### src/rtl/alu_sequencer_if.sv
// Issue-side bus of the tiny16 ALU sequencer: instruction handshake from
// decode plus the opcode/operand/result pins shared with the ALU.
//
// Handshake: an instruction transfers on a rising clk edge where instr_valid
// and instr_ready are both high. The producer holds instr stable while
// instr_valid is high. instr_ready does not depend on instr_valid.
interface alu_sequencer_if #(
  parameter int WIDTH = 16
);
  logic             instr_valid;
  logic             instr_ready;
  logic [WIDTH-1:0] instr;
  logic [3:0]       alu_opcode;
  logic             alu_ar_flag;
  logic [WIDTH-1:0] alu_src1;
  logic [WIDTH-1:0] alu_src2;
  logic             alu_out_en;
  logic [WIDTH-1:0] alu_out;
  logic [3:0]       alu_flags;

  // Decode + ALU side: supplies instructions and results
  modport master (
    output instr_valid,
    output instr,
    output alu_out,
    output alu_flags,
    input  instr_ready,
    input  alu_opcode,
    input  alu_ar_flag,
    input  alu_src1,
    input  alu_src2,
    input  alu_out_en
  );

  // Sequencer side
  modport slave (
    input  instr_valid,
    input  instr,
    input  alu_out,
    input  alu_flags,
    output instr_ready,
    output alu_opcode,
    output alu_ar_flag,
    output alu_src1,
    output alu_src2,
    output alu_out_en
  );
endinterface

### src/rtl/alu_sequencer.sv
// Issue side of the tiny16 ALU. Accepts one instruction per handshake, reads
// operands from an 8x16 register file (r0 hard-wired to zero), drives the ALU
// pins, waits out the ALU result/output register stages, then writes back the
// result and latches the flags. Illegal opcodes and divide-by-zero pulse err.
module alu_sequencer #(
  parameter int NREGS = 8,
  parameter int WIDTH = 16
) (
  input  logic                     clk,
  input  logic                     rst,
  alu_sequencer_if.slave           bus,
  output logic [3:0]               flags_q,
  output logic                     done,
  output logic                     err,
  input  logic                     dbg_we,
  input  logic [$clog2(NREGS)-1:0] dbg_addr,
  input  logic [WIDTH-1:0]         dbg_wdata,
  output logic [WIDTH-1:0]         dbg_rdata,
  output logic [2:0]               dbg_state
);

  localparam int AW = $clog2(NREGS);

  typedef enum logic [2:0] {
    S_IDLE    = 3'd0,
    S_ISSUE   = 3'd1,
    S_CAPTURE = 3'd2,
    S_WB      = 3'd3,
    S_ERR     = 3'd4
  } state_t;

  localparam logic [3:0] OP_FIRST = 4'b0011;
  localparam logic [3:0] OP_LAST  = 4'b1011;
  localparam logic [3:0] OP_DIV   = 4'b0110;

  state_t           state_q, state_d;
  logic [WIDTH-1:0] regs_q [NREGS];

  logic [3:0]       opcode_q;
  logic             ar_flag_q;
  logic [WIDTH-1:0] src1_q;
  logic [WIDTH-1:0] src2_q;
  logic [AW-1:0]    rd_q;
  logic             done_q;

  // Instruction fields
  logic [3:0]       dec_op;
  logic             dec_ar;
  logic [AW-1:0]    dec_rd;
  logic [AW-1:0]    dec_rs1;
  logic [AW-1:0]    dec_rs2;
  logic [1:0]       instr_unused;

  assign dec_op       = bus.instr[15:12];
  assign dec_ar       = bus.instr[11];
  assign dec_rd       = bus.instr[10:8];
  assign dec_rs1      = bus.instr[7:5];
  assign dec_rs2      = bus.instr[4:2];
  assign instr_unused = bus.instr[1:0];

  // Register file read ports; r0 always reads zero
  logic [WIDTH-1:0] rs1_val;
  logic [WIDTH-1:0] rs2_val;

  assign rs1_val   = (dec_rs1 == '0) ? '0 : regs_q[dec_rs1];
  assign rs2_val   = (dec_rs2 == '0) ? '0 : regs_q[dec_rs2];
  assign dbg_rdata = (dbg_addr == '0) ? '0 : regs_q[dbg_addr];

  // Acceptance and legality of the offered instruction
  logic ready;
  logic out_en;
  logic err_o;
  logic accept;
  logic op_legal;
  logic div_zero;
  logic issue_go;
  logic wb_we;
  logic dbg_wr;

  assign accept   = bus.instr_valid && ready;
  assign op_legal = (dec_op >= OP_FIRST) && (dec_op <= OP_LAST);
  assign div_zero = (dec_op == OP_DIV) && (rs2_val == '0);
  assign issue_go = accept && op_legal && !div_zero;
  assign wb_we    = (state_q == S_WB) && (rd_q != '0);
  assign dbg_wr   = dbg_we && (state_q == S_IDLE) && (dbg_addr != '0);

  // FSM state register
  always_ff @(posedge clk) begin
    if (rst) begin
      state_q <= S_IDLE;
    end else begin
      state_q <= state_d;
    end
  end

  // FSM next-state logic
  always_comb begin
    state_d = state_q;
    unique case (state_q)
      S_IDLE: begin
        if (accept) begin
          state_d = (op_legal && !div_zero) ? S_ISSUE : S_ERR;
        end
      end
      S_ISSUE:   state_d = S_CAPTURE;
      S_CAPTURE: state_d = S_WB;
      S_WB:      state_d = S_IDLE;
      S_ERR:     state_d = S_IDLE;
      default:   state_d = S_IDLE;
    endcase
  end

  // FSM outputs decoded from the current state
  always_comb begin
    ready  = 1'b0;
    out_en = 1'b0;
    err_o  = 1'b0;
    unique case (state_q)
      S_IDLE:    ready  = 1'b1;
      S_CAPTURE: out_en = 1'b1;
      S_ERR:     err_o  = 1'b1;
      default: ;
    endcase
  end

  // ALU pin registers, destination latch, flags and the done pulse.
  // The alu_* pins hold from issue through writeback because the ALU
  // computes overflow from the sources at the capture edge.
  always_ff @(posedge clk) begin
    if (rst) begin
      opcode_q  <= '0;
      ar_flag_q <= 1'b0;
      src1_q    <= '0;
      src2_q    <= '0;
      rd_q      <= '0;
      flags_q   <= '0;
      done_q    <= 1'b0;
    end else begin
      if (issue_go) begin
        opcode_q  <= dec_op;
        ar_flag_q <= dec_ar;
        src1_q    <= rs1_val;
        src2_q    <= rs2_val;
        rd_q      <= dec_rd;
      end
      if (state_q == S_WB) begin
        flags_q <= bus.alu_flags;
      end
      done_q <= (state_q == S_WB);
    end
  end

  // Register file writes: writeback in WB, debug writes only in IDLE.
  // Operands are read combinationally, so a handshake on the same edge as a
  // debug write sees the pre-write value. r0 is never written.
  always_ff @(posedge clk) begin
    if (rst) begin
      for (int i = 0; i < NREGS; i++) begin
        regs_q[i] <= '0;
      end
    end else if (wb_we) begin
      regs_q[rd_q] <= bus.alu_out;
    end else if (dbg_wr) begin
      regs_q[dbg_addr] <= dbg_wdata;
    end
  end

  assign bus.instr_ready = ready;
  assign bus.alu_out_en  = out_en;
  assign bus.alu_opcode  = opcode_q;
  assign bus.alu_ar_flag = ar_flag_q;
  assign bus.alu_src1    = src1_q;
  assign bus.alu_src2    = src2_q;
  assign done            = done_q;
  assign err             = err_o;
  assign dbg_state       = state_q;

endmodule
### src/flat_wrapper.sv
// flat-port wrapper written by rule: the top's interface ports become plain ports
module alu_sequencer_flat 
#(
  parameter int NREGS = 8,
  parameter int WIDTH = 16
)
  (clk, rst, flags_q, done, err, dbg_we, dbg_addr, dbg_wdata, dbg_rdata, dbg_state, bus_instr_valid, bus_instr, bus_alu_out, bus_alu_flags, bus_instr_ready, bus_alu_opcode, bus_alu_ar_flag, bus_alu_src1, bus_alu_src2, bus_alu_out_en);
  alu_sequencer_if #(.WIDTH(WIDTH)) bus_i ();
  input  logic clk;
  input  logic rst;
  output logic [3:0] flags_q;
  output logic done;
  output logic err;
  input  logic dbg_we;
  input  logic [$clog2(NREGS)-1:0] dbg_addr;
  input  logic [WIDTH-1:0] dbg_wdata;
  output logic [WIDTH-1:0] dbg_rdata;
  output logic [2:0] dbg_state;
  input wire logic [$bits(bus_i.instr_valid)-1:0] bus_instr_valid;
  input wire logic [$bits(bus_i.instr)-1:0] bus_instr;
  input wire logic [$bits(bus_i.alu_out)-1:0] bus_alu_out;
  input wire logic [$bits(bus_i.alu_flags)-1:0] bus_alu_flags;
  output wire logic [$bits(bus_i.instr_ready)-1:0] bus_instr_ready;
  output wire logic [$bits(bus_i.alu_opcode)-1:0] bus_alu_opcode;
  output wire logic [$bits(bus_i.alu_ar_flag)-1:0] bus_alu_ar_flag;
  output wire logic [$bits(bus_i.alu_src1)-1:0] bus_alu_src1;
  output wire logic [$bits(bus_i.alu_src2)-1:0] bus_alu_src2;
  output wire logic [$bits(bus_i.alu_out_en)-1:0] bus_alu_out_en;
  assign bus_i.instr_valid = bus_instr_valid;
  assign bus_i.instr = bus_instr;
  assign bus_i.alu_out = bus_alu_out;
  assign bus_i.alu_flags = bus_alu_flags;
  assign bus_instr_ready = bus_i.instr_ready;
  assign bus_alu_opcode = bus_i.alu_opcode;
  assign bus_alu_ar_flag = bus_i.alu_ar_flag;
  assign bus_alu_src1 = bus_i.alu_src1;
  assign bus_alu_src2 = bus_i.alu_src2;
  assign bus_alu_out_en = bus_i.alu_out_en;
  alu_sequencer #(.NREGS(NREGS), .WIDTH(WIDTH)) u_core (.clk(clk), .rst(rst), .bus(bus_i), .flags_q(flags_q), .done(done), .err(err), .dbg_we(dbg_we), .dbg_addr(dbg_addr), .dbg_wdata(dbg_wdata), .dbg_rdata(dbg_rdata), .dbg_state(dbg_state));
endmodule
### config.mk
export PLATFORM = sky130hd
export DESIGN_NAME = alu_sequencer_flat
export DESIGN_NICKNAME = d
export VERILOG_FILES = /design/src/rtl/alu_sequencer_if.sv /design/src/rtl/alu_sequencer.sv /design/src/flat_wrapper.sv
export SDC_FILE = /design/constraint.sdc
export NUM_CORES = 1
export LEC_CHECK = 0
export BUFFER_PORTS_ARGS = -buffer_cell sky130_fd_sc_hd__buf_2
export CORE_UTILIZATION = 40
export DETAILED_ROUTE_END_ITERATION = 8
export SETUP_SLACK_MARGIN = 0.15
export SLEW_MARGIN = 25
export SYNTH_ARGS = -nofsm -noshare
export SYNTH_HDL_FRONTEND = slang
export SYNTH_SLANG_ARGS = --single-unit
### constraint.sdc
create_clock -name clk -period 3.6 [get_ports clk]
set_input_delay 0.72 -clock clk [delete_from_list [all_inputs] [get_ports clk]]
set_output_delay 0.72 -clock clk [all_outputs]
set_load 0.03 [all_outputs]
Yosys cells after proc, flatten, opt, wreduce, memory -nomap -nowiden
Memory sizes are Yosys's and may differ from the RTL's. Index checks and enable logic that the tools add are counted.

Bits in registers: 48. Memory bits (writable): 128. Output and inout bits: 64. Memories kept: 1.

Order comparisons: 2. Eq/ne operators: 6. Mux-type cells: 24. Reduce and logical (&&, ||, !) cells: 19.

Memories: u_core.regs_q (depth 8, bits a word 16, rd ports 3, clocked after Yosys merged registers in 0, wr ports 8, line alu_sequencer.sv:37) `logic [WIDTH-1:0] regs_q [NREGS];`.

Operators by type and width (number): $mux 16 (5); $reduce_or 16->1 (2); $logic_not 16->1 (1); $mux 1 (14); $logic_not 3->1 (4); $mux 3 (4); $logic_and 1x1->1 (9); $pmux 3 s3 (1); $eq 3x2->1 const B (2); $reduce_bool 3->1 (2); $eq 4x3->1 const B (1); $ge 4x2->1 const B (1); $le 4x4->1 const B (1); $eq 3x1->1 const B (1); $eq 3x3->1 const B (1); $ne 2x1->1 const B (1); $logic_not 1->1 (1).

Logic depth before layout (Yosys ltp)
Gate-level depths: netlist of the first run.

Depth after elaboration: 9. Mapped depth: 11.

Least setup slack after synthesis of the first run
Ideal clock, no wire load.

Kind: input-to-output. From: in dbg_addr[0]. To: out dbg_rdata[10]. Data arrival time: 2584 ps. Data required time: 2880 ps. Slack: 296 ps. Cell stages on the path: 5. Cells stage by stage: clkbuf_1 -> buf_1 -> mux4_2 -> nand2_1 -> o21ai_0.

Word-level cells in the longest chain between the ends: 2. Elaborated cells on any way between the ends: 3. Those cells by class: mux (1); reduce/logical (1); memory (1).

RTL lines: start, declared (line flat_wrapper.sv:15) `input logic [$clog2(NREGS)-1:0] dbg_addr;`; $mem_v2 8x16 or $logic_not 3->1 (tied branches); $mux 16 * (line alu_sequencer.sv:67) `assign dbg_rdata = (dbg_addr == '0) ? '0 : regs_q[dbg_addr];`; end, declared (line flat_wrapper.sv:17) `output logic [WIDTH-1:0] dbg_rdata;`.

Every way passes the cells marked *; elsewhere a longest branch is shown, timed or not.

Worst setup path in the final report of the first run
From: in bus_instr[3]. To: reg u_core.src1_q[14], in the netlist u_core.bus.alu_src1[14].

Word-level cells in the longest chain between the ends: 6. Elaborated cells on any way between the ends: 7. Those cells by class: mux (1); reduce/logical (5); memory (1).

RTL lines: start, declared (line flat_wrapper.sv:20) `input wire logic [$bits(bus_i.instr)-1:0] bus_instr;`; $mem_v2 8x16 or $logic_not 3->1 (tied branches); $mux 16 * (line alu_sequencer.sv:66) `assign rs2_val = (dec_rs2 == '0) ? '0 : regs_q[dec_rs2];`; $logic_not 16->1 * (line alu_sequencer.sv:82) `assign div_zero = (dec_op == OP_DIV) && (rs2_val == '0);`; $logic_and 1x1->1 * (line alu_sequencer.sv:82); $logic_not 1->1 * (line alu_sequencer.sv:83) `assign issue_go = accept && op_legal && !div_zero;`; $logic_and 1x1->1 * (line alu_sequencer.sv:83); end signal, assigned (line alu_sequencer.sv:142) `src1_q <= rs1_val;`; end, declared (line alu_sequencer.sv:41) `logic [WIDTH-1:0] src1_q;`.

Marked as above. A chain may end at the register's enable or synchronous reset.

==> results.md, run 1 <==
- The flow ran to the end, and the final reports show no timing, DRC or antenna violations.
- The power share of the combinational group is 16.6%.
- Before CTS, the worst setup slack after placement is roughly 0.13 ns.
- The count of boundary I/O pins is approximately 120.
- The count of maximum capacitance violations is 0.
- The starting density of the core is approximately two fifths.
- The area growth from synthesis to layout is 19.9%.
- The synthesis-stage register bit count is ~160.
- The delay of the slowest critical-path stage is roughly 0.39 ns.
- The proportion of layout cells with a drive suffix above 1 is 35.0%.
- In this run the register-to-register setup slack is 0.99 ns.
- The maximum buffer depth of the clock tree is 2.
- The standard cell with the maximum stage delay on the critical path is sky130_fd_sc_hd__buf_2.
- The number of nets still failing antenna checks after routing is 0.
- For this design the ratio of total power to cell area is between 400 and 500 mW/mm².
- For this run, the share of the core covered by cells in the final layout is approximately 49%.
- The clock period minus worst slack is just over 3 ns.
- Hold repair after CTS inserted 0 buffers.
- The final-report max-slew violation count is 0.
- Global routing used about 22% of the available tracks.
- The number of placement rows is 53.
- The number of buffers inserted during clock tree synthesis is 17.
- The worst path uses roughly 86% of the clock period.
- The area of combinational cells with multiple inputs is slightly below 0.004 mm².
- The number of instances in the synthesized netlist is between 700 and 800.
- For this design the total switching power over the nets is 0.00136 W.
- The worst hold path belongs to the class reg2reg.
- The count of endpoints failing hold in the final timing report is 0.
- Of the synthesized area, sequential elements account for between 50% and 60%.
- The largest vdd supply drop is around 0.29 mV.
- The HPWL after detailed placement is ~18 mm.
- The via count of the first global-routing pass is between 6,000 and 7,000.
- The worst-case setup margin in the final layout is approximately 0.52 ns.
- Of the total power, the share spent switching nets is around 28%.
- In this run the critical register-to-register path is captured at u_core.bus.alu_src1[14].
- The clock share of power is around two fifths.
- STA classifies the critical path endpoint as a flop.
- The slew at the pin closest to its max-slew limit is just under 0.9 ns.
- The worst setup path is launched from an input port.
- The arrival time of the worst setup path is approximately 3.5 ns.
- The total of fill cells in the finished design is between 1,500 and 2,000.
- The mean routed wirelength per cell is between 20 and 25 µm.
- The design internal power is around 0.0035 W.
- 0 antenna diodes ended up in the layout.
- The congestion estimate from routability-driven global placement came to about 0.85.
- The count of distinct cell types in the synthesized netlist is 50.
- TritonCTS built the clock tree.
- Measured against its own limit, the worst slew margin works out to 39.8%.
- The library cells used most frequently in the layout, excluding fill and tap cells, are sky130_fd_sc_hd__nor2_1 (128), sky130_fd_sc_hd__buf_2 (120), sky130_fd_sc_hd__edfxtp_1 (116).
- The die is 149 µm wide.
- The count of TritonRoute iterations in the first routing pass is 5.
- The final layout contains routed wiring with a total length of 24.1 mm.
- The TritonCTS sink count is between 150 and 200.
- For this run, design rule violations remaining after detail routing come to 0.
- The mean cell area of the mapped netlist is approximately 12 µm².
- The full die area is around 0.022 mm².
- Once the clock tree was built, the setup fixing pass inserted 0 buffers.
- Counting both buffers and inverters, the worst setup path holds a total of 3.
- After detailed routing, no signal wire sits above met4.
- The post-layout net count is a little over 900.
- The worst register-to-register path has a depth of 8.
- The total negative slack for setup checks is 0 ns.
- The number of vias per cell after detailed routing is roughly 5.7.
- The clock-pin slew of the registers on the worst-case setup and hold paths is 0.07 ns.
- Along the worst path, the maximum fanout reaches 33.
- The most prevalent standard cell on the critical path is sky130_fd_sc_hd__buf_12.
- The initial detailed-routing violation count is just over 500.
- The clock reaches the later pin of the worst-skew pair after 0.43 ns.
- On the final layout, the worst hold slack is around 0.46 ns.
- The critical path's top delay family is compound AO/OA/AOI/OAI gates.
- The wire length of the first global-routing pass is about 37 mm.
- The cell at the root of the clock tree is sky130_fd_sc_hd__clkbuf_16.
- Per report_power, the sequential group accounts for 45.1% of the total.
- In the synthesized netlist the dominant register cell turns out to be sky130_fd_sc_hd__edfxtp_1.
- The sequential cell area is approximately 0.0044 mm².
- The number of cells on the worst hold path is 2.
- The floorplan step defined a core boundary enclosing ~0.021 mm².
- Entering global routing, the biggest net connects 37 pins.
- The startpoint identified for the worst register-to-register timing path is u_core.regs_q[7][13].
- Walking the worst path, the cells encountered are buf_2, buf_12, mux2_1, o22ai_1, o2111ai_1, nor4_2, a31oi_2, a31oi_4, buf_12, a22o_1.
- The amount of wire on met3 after detailed routing is 1.67 mm.
- The class of the most critical setup path is in2reg.
- The synthesized design contains 116 enable-type register cells.
- CTS built an H-tree with a depth of 4.
- Detailed routing inserted a total of about 6,600 vias.
- The finished cells cover roughly 0.010 mm².
- The post-synthesis instance area is between 0.008 and 0.009 mm².
- The overall die height is ~150 µm.
- Summed over all cells, the static leakage comes to approximately 4.1 nW.
- Derived from the worst setup path, the maximum achievable clock frequency is ~0.32 GHz.
- The proportion of synthesized flip-flops having asynchronous set or reset is 0%.
- The routed length on met2 is 11.0 mm.
- The library cell used most frequently in the layout, excluding fill and tap cells, is sky130_fd_sc_hd__nor2_1.
- The critical path required time is 3.97 ns.
- The clock skew after layout is 0.0101 ns.
- For hold timing, the worst endpoint is u_core.flags_q[1].
- The total of endpoints with negative setup slack in the final report is 0.
- The number of antenna violations at the first check in global routing is 0.
- For this run the aggregate overflow at the end of global routing stands at 0.
- The number of gates resized after CTS was 0.
- After detailed routing, the wire length on met1 is between 10 and 15 mm.
- Setup repair after global routing left no endpoint under its margin.
- Port buffering added 120 buffers.
- During synthesis, Yosys emitted a total of 0 warnings.
- The startpoint identified for the worst hold timing path is u_core.flags_q[1].
- After detailed placement, the total cell area comes to around 0.0098 mm².
## power groups by stage
stage	Sequential [W]	Combinational, W	Clock (W)
floorplan	0.00226	0.000475	0
global placement	0.00222	0.000797	0
detailed placement	0.00222	0.000803	0
CTS	0.00218	0.000805	0.00188
global route	0.00219	0.000861	0.00195
finish	0.00218	0.000803	0.00185
## sequential cells by signal (all words and copies together) (netlist names)
register	cells
u_core.bus.alu_ar_flag	1
u_core.bus.alu_opcode	4
u_core.bus.alu_src1	16
u_core.bus.alu_src2	16
u_core.dbg_state	3
u_core.done	1
u_core.flags_q	4
u_core.rd_q	3
u_core.regs_q	116
## Yosys cell counts (all sizes together), types with 27 or more instances
cell / number / area [µm²]
clkbuf: 31 / 116
edfxtp: 116 / 3480
o21ai: 35 / 175
nor2: 128 / 480
a22oi: 32 / 240
mux2: 50 / 571
mux4: 43 / 968
dfxtp: 48 / 961
a22o: 32 / 280
mux2i: 29 / 290
buf: 27 / 181
nand2: 48 / 180
## routing by layer
metal | vias up | track usage (%)
li1 | 3037 | -
met4 | 0 | 6.94
met5 | - | 0
met1 | 3257 | 32.4
met2 | 272 | 34.2
met3 | 26 | 3.33
## area by class of cell
| class | count | area share [%] |
|---|---|---|
| Inverter | 6 | 0.217 |
| Multi-Input combinational cell | 496 | 37.7 |
| Sequential cell | 164 | 42.8 |
| Clock buffer | 17 | 4.09 |
| Tap cell | 275 | 3.31 |
| Timing Repair Buffer | 176 | 10.3 |
| Clock inverter | 15 | 1.59 |
## stage by stage
step / total power, W / instances
final: 0.00483 / 1149
after global routing: 0.00501 / 1149
after CTS: 0.00486 / 1149
after detailed placement: 0.00302 / 1117
after global placement: 0.00301 / 1117
after floorplan: 0.00273 / 724
## tightest hold or removal path, cell delays in order, from the launching register on
cell,delay [ns]
sky130_fd_sc_hd__dfxtp_1,0.31
sky130_fd_sc_hd__nand2_1,0.05
sky130_fd_sc_hd__a21oi_1,0.05
## worst max-delay path by stage
stage / startpoint / end / slack (ns) / cells after the start
after detailed placement: bus_instr[3] / u_core.bus.alu_src1[14] / 0.13 / 10
final: bus_instr[3] / u_core.bus.alu_src1[14] / 0.52 / 10
after floorplan: dbg_addr[0] / dbg_rdata[10] / 0.30 / 5
after global routing: bus_instr[3] / u_core.bus.alu_src2[8] / 0.40 / 10
after CTS: dbg_addr[1] / dbg_rdata[1] / 0.55 / 6
after global placement: bus_instr[3] / u_core.bus.alu_src1[6] / 0.16 / 10
## logic make-up after synthesis
kind of cell,after synthesis,synth area share (%)
other cells,1,0.0433
flops,164,51.3
xor+xnor,1,0.101
buf+inv,64,3.70
simple gates,212,10.4
compound gates,157,13.4
mux,122,21.1
No activity file was read; power rests on OpenSTA's default activity.
==> inputs of run 2 (changes only) <==
Settings changed: CORE_UTILIZATION 40 to 55, PLACE_DENSITY from default to 0.77.
==> results.md, run 2 (synthesis gave the netlist of run 1 again) <==
- The flow ran to the end, and the final reports show no timing, DRC or antenna violations.
- The clock-pin slew of the registers on the worst-case setup and hold paths is 0.06 ns.
- TritonCTS built the clock tree.
- The worst relative slew slack is a little under two fifths.
- The post-place instance area is between 0.009 and 0.01 mm².
- Setup slack on the critical path of the routed design comes to ~0.48 ns.
- Summing internal, switching and leakage power gives 0.00473 W.
- The class of the most critical setup path is in2out.
- The arrival time of the worst setup path is 2.40 ns.
- The number of antenna violations at the first check in global routing is 0.
- The count of buffers added by post-CTS timing repair for setup is 0.
- The reported leakage power is 4.03 nW.
- The count of endpoints failing hold in the final timing report is 0.
- The mean routed wirelength per cell is roughly 22 µm.
- For this run, the post-layout net count is just over 900.
- The clock reaches the later pin of the worst-skew pair after roughly 0.44 ns.
- In the routed layout, each cell is associated on average with a via count of ~6.3.
- The top cell types in the final layout, fill and taps aside, are sky130_fd_sc_hd__nor2_1 (128), sky130_fd_sc_hd__buf_2 (120), sky130_fd_sc_hd__edfxtp_1 (116).
- The total of endpoints with negative setup slack in the final report is 0.
- From synthesis to final layout, the design area changed by 18.3%.
- The critical path endpoint category is an output port.
- The highest net fanout along the worst path is 17.
- The post-route netlist has around 35% of its cells at a drive strength greater than 1.
- The nature of the critical path startpoint is an input port.
- The total negative slack for setup checks is 0 ns.
- Counting along the longest clock path gives a buffer depth of 2.
- The classification of the worst-slack hold path is reg2reg.
- Based on the critical path, the design can be clocked at up to roughly 0.32 GHz.
- The die covers roughly 0.016 mm².
- The number of gates resized after CTS was 0.
- The power per cell area is approximately 460 mW/mm².
- The pin count of the biggest net entering global routing is 41.
- For this configuration, the core starts out at a cell density of a little under three fifths.
- The final routed wirelength across all metal layers is between 20 and 25 mm.
- The clock drives 164 sinks.
- For this block, the initial DRC count from the detailed router was 967.
- The largest register by flop count is u_core.regs_q.
- OpenSTA, run right after detailed placement, puts the worst setup slack at 0.180 ns.
- Summing all non-filler instances in the final layout gives an area of between 0.01 and 0.015 mm².
- The wire length of the first global-routing pass is around 36 mm.
- The via count of the first global-routing pass is about 6,300.
- The hold buffer count at CTS is 0.
- The hold path startpoint is u_core.flags_q[2].
- The count of TritonRoute iterations in the first routing pass is 5.
- The register with the most flip-flops in the layout has roughly 120 of them.
- The launch point of the worst path is dbg_addr[1].
- The HPWL after detailed placement is ~17 mm.
- The overall track demand over capacity in global routing is 30.2%.
- Across the VDD grid, the largest voltage drop is around 0.37 mV.
- Measured along the y axis, the die boundary spans between 100 and 150 µm.
- The floorplan has 45 rows.
- The final-report max-slew violation count is 0.
- The startpoint of the worst-slack reg-to-reg timing path is u_core.regs_q[7][8].
- At the worst endpoint, the required time is around 2.9 ns.
- The DRC violations left is 0.
- Pin placement for this block handled around 120 I/O pins.
- The number of input and output port buffers inserted is 120.
- The clock period minus worst slack is between 3 and 4 ns.
- The number of buffers inserted during clock tree synthesis is 17.
- The most frequent standard cell in the layout excluding fill and tap cells is sky130_fd_sc_hd__nor2_1.
- In this run the remaining antenna-violating nets after routing total 0.
- The repair_antennas step left the layout with diodes totalling 0.
- The final weighted congestion of routability-driven global placement is roughly 0.9.
- The clock skew after layout is roughly 0.012 ns.
- The H-tree was split into 4 levels.
- The floorplan step set the die width to 128 µm.
- At the pin with the least slew margin, the transition time is 0.928 ns.
- Setup repair after global routing left no endpoint under its margin.
- The final cycle utilization of the critical path is 86.7%.
- The total vias in the final route is a little under 7,000.
- The cell at the root of the clock tree is sky130_fd_sc_hd__clkbuf_16.
- The total grt overflow is 0.
- The tool flagged a number of max-cap violations equal to 0.
- The filler cells instantiated in the layout total approximately 1,100.
- The floorplan step defined a core boundary enclosing about 0.015 mm².
-- run 2: layout make-up --
cell class / instances / area, µm² / share of cell area, %
clock buffers: 19 / 433 / 4.22
clock inverters: 13 / 136 / 1.33
multi-input cells: 496 / 3920 / 38.2
well taps: 211 / 264 / 2.58
repair buffers: 174 / 1030 / 10.1
inverters: 6 / 22.5 / 0.220
flip-flops and latches: 164 / 4440 / 43.3
-- run 2: power breakdown --
group,internal (W),total (W),switching (W)
logic,0.000315,0.000795,0.000480
clock network,0.00102,0.00175,0.000729
registers,0.00211,0.00218,0.0000703
-- run 2: final timing paths --
check                           end  slack [ns]  depth (start not counted)
max                    dbg_rdata[2]        0.48                          6
min               u_core.flags_q[2]        0.46                          2
max reg2reg  u_core.bus.alu_src1[9]        1.03                          8
min reg2reg       u_core.flags_q[2]        0.46                          2
-- run 2: metrics by stage --
step	instances	utilization [%]	hold slack [ns]
floorplan	724	-	0.473
global route	1083	66.9	0.471
detailed placement	1051	63.2	0.452
global placement	1051	63.2	0.440
finish	1083	66.9	0.461
CTS	1083	66.9	0.462
-- run 2: critical path, cell delays in order --
cell	delay [ns]
sky130_fd_sc_hd__buf_2	0.37
sky130_fd_sc_hd__buf_4	0.32
sky130_fd_sc_hd__mux2_2	0.36
sky130_fd_sc_hd__a221oi_1	0.29
sky130_fd_sc_hd__a21oi_1	0.11
sky130_fd_sc_hd__buf_2	0.21
-- run 2: routing by layer --
layer	up-vias	GRT usage, %	wire, µm
li1	3034	-	-
met1	3193	41.7	9190
met2	546	46.6	11000
met3	52	6.83	2970
met4	0	11.6	522
met5	-	0	0
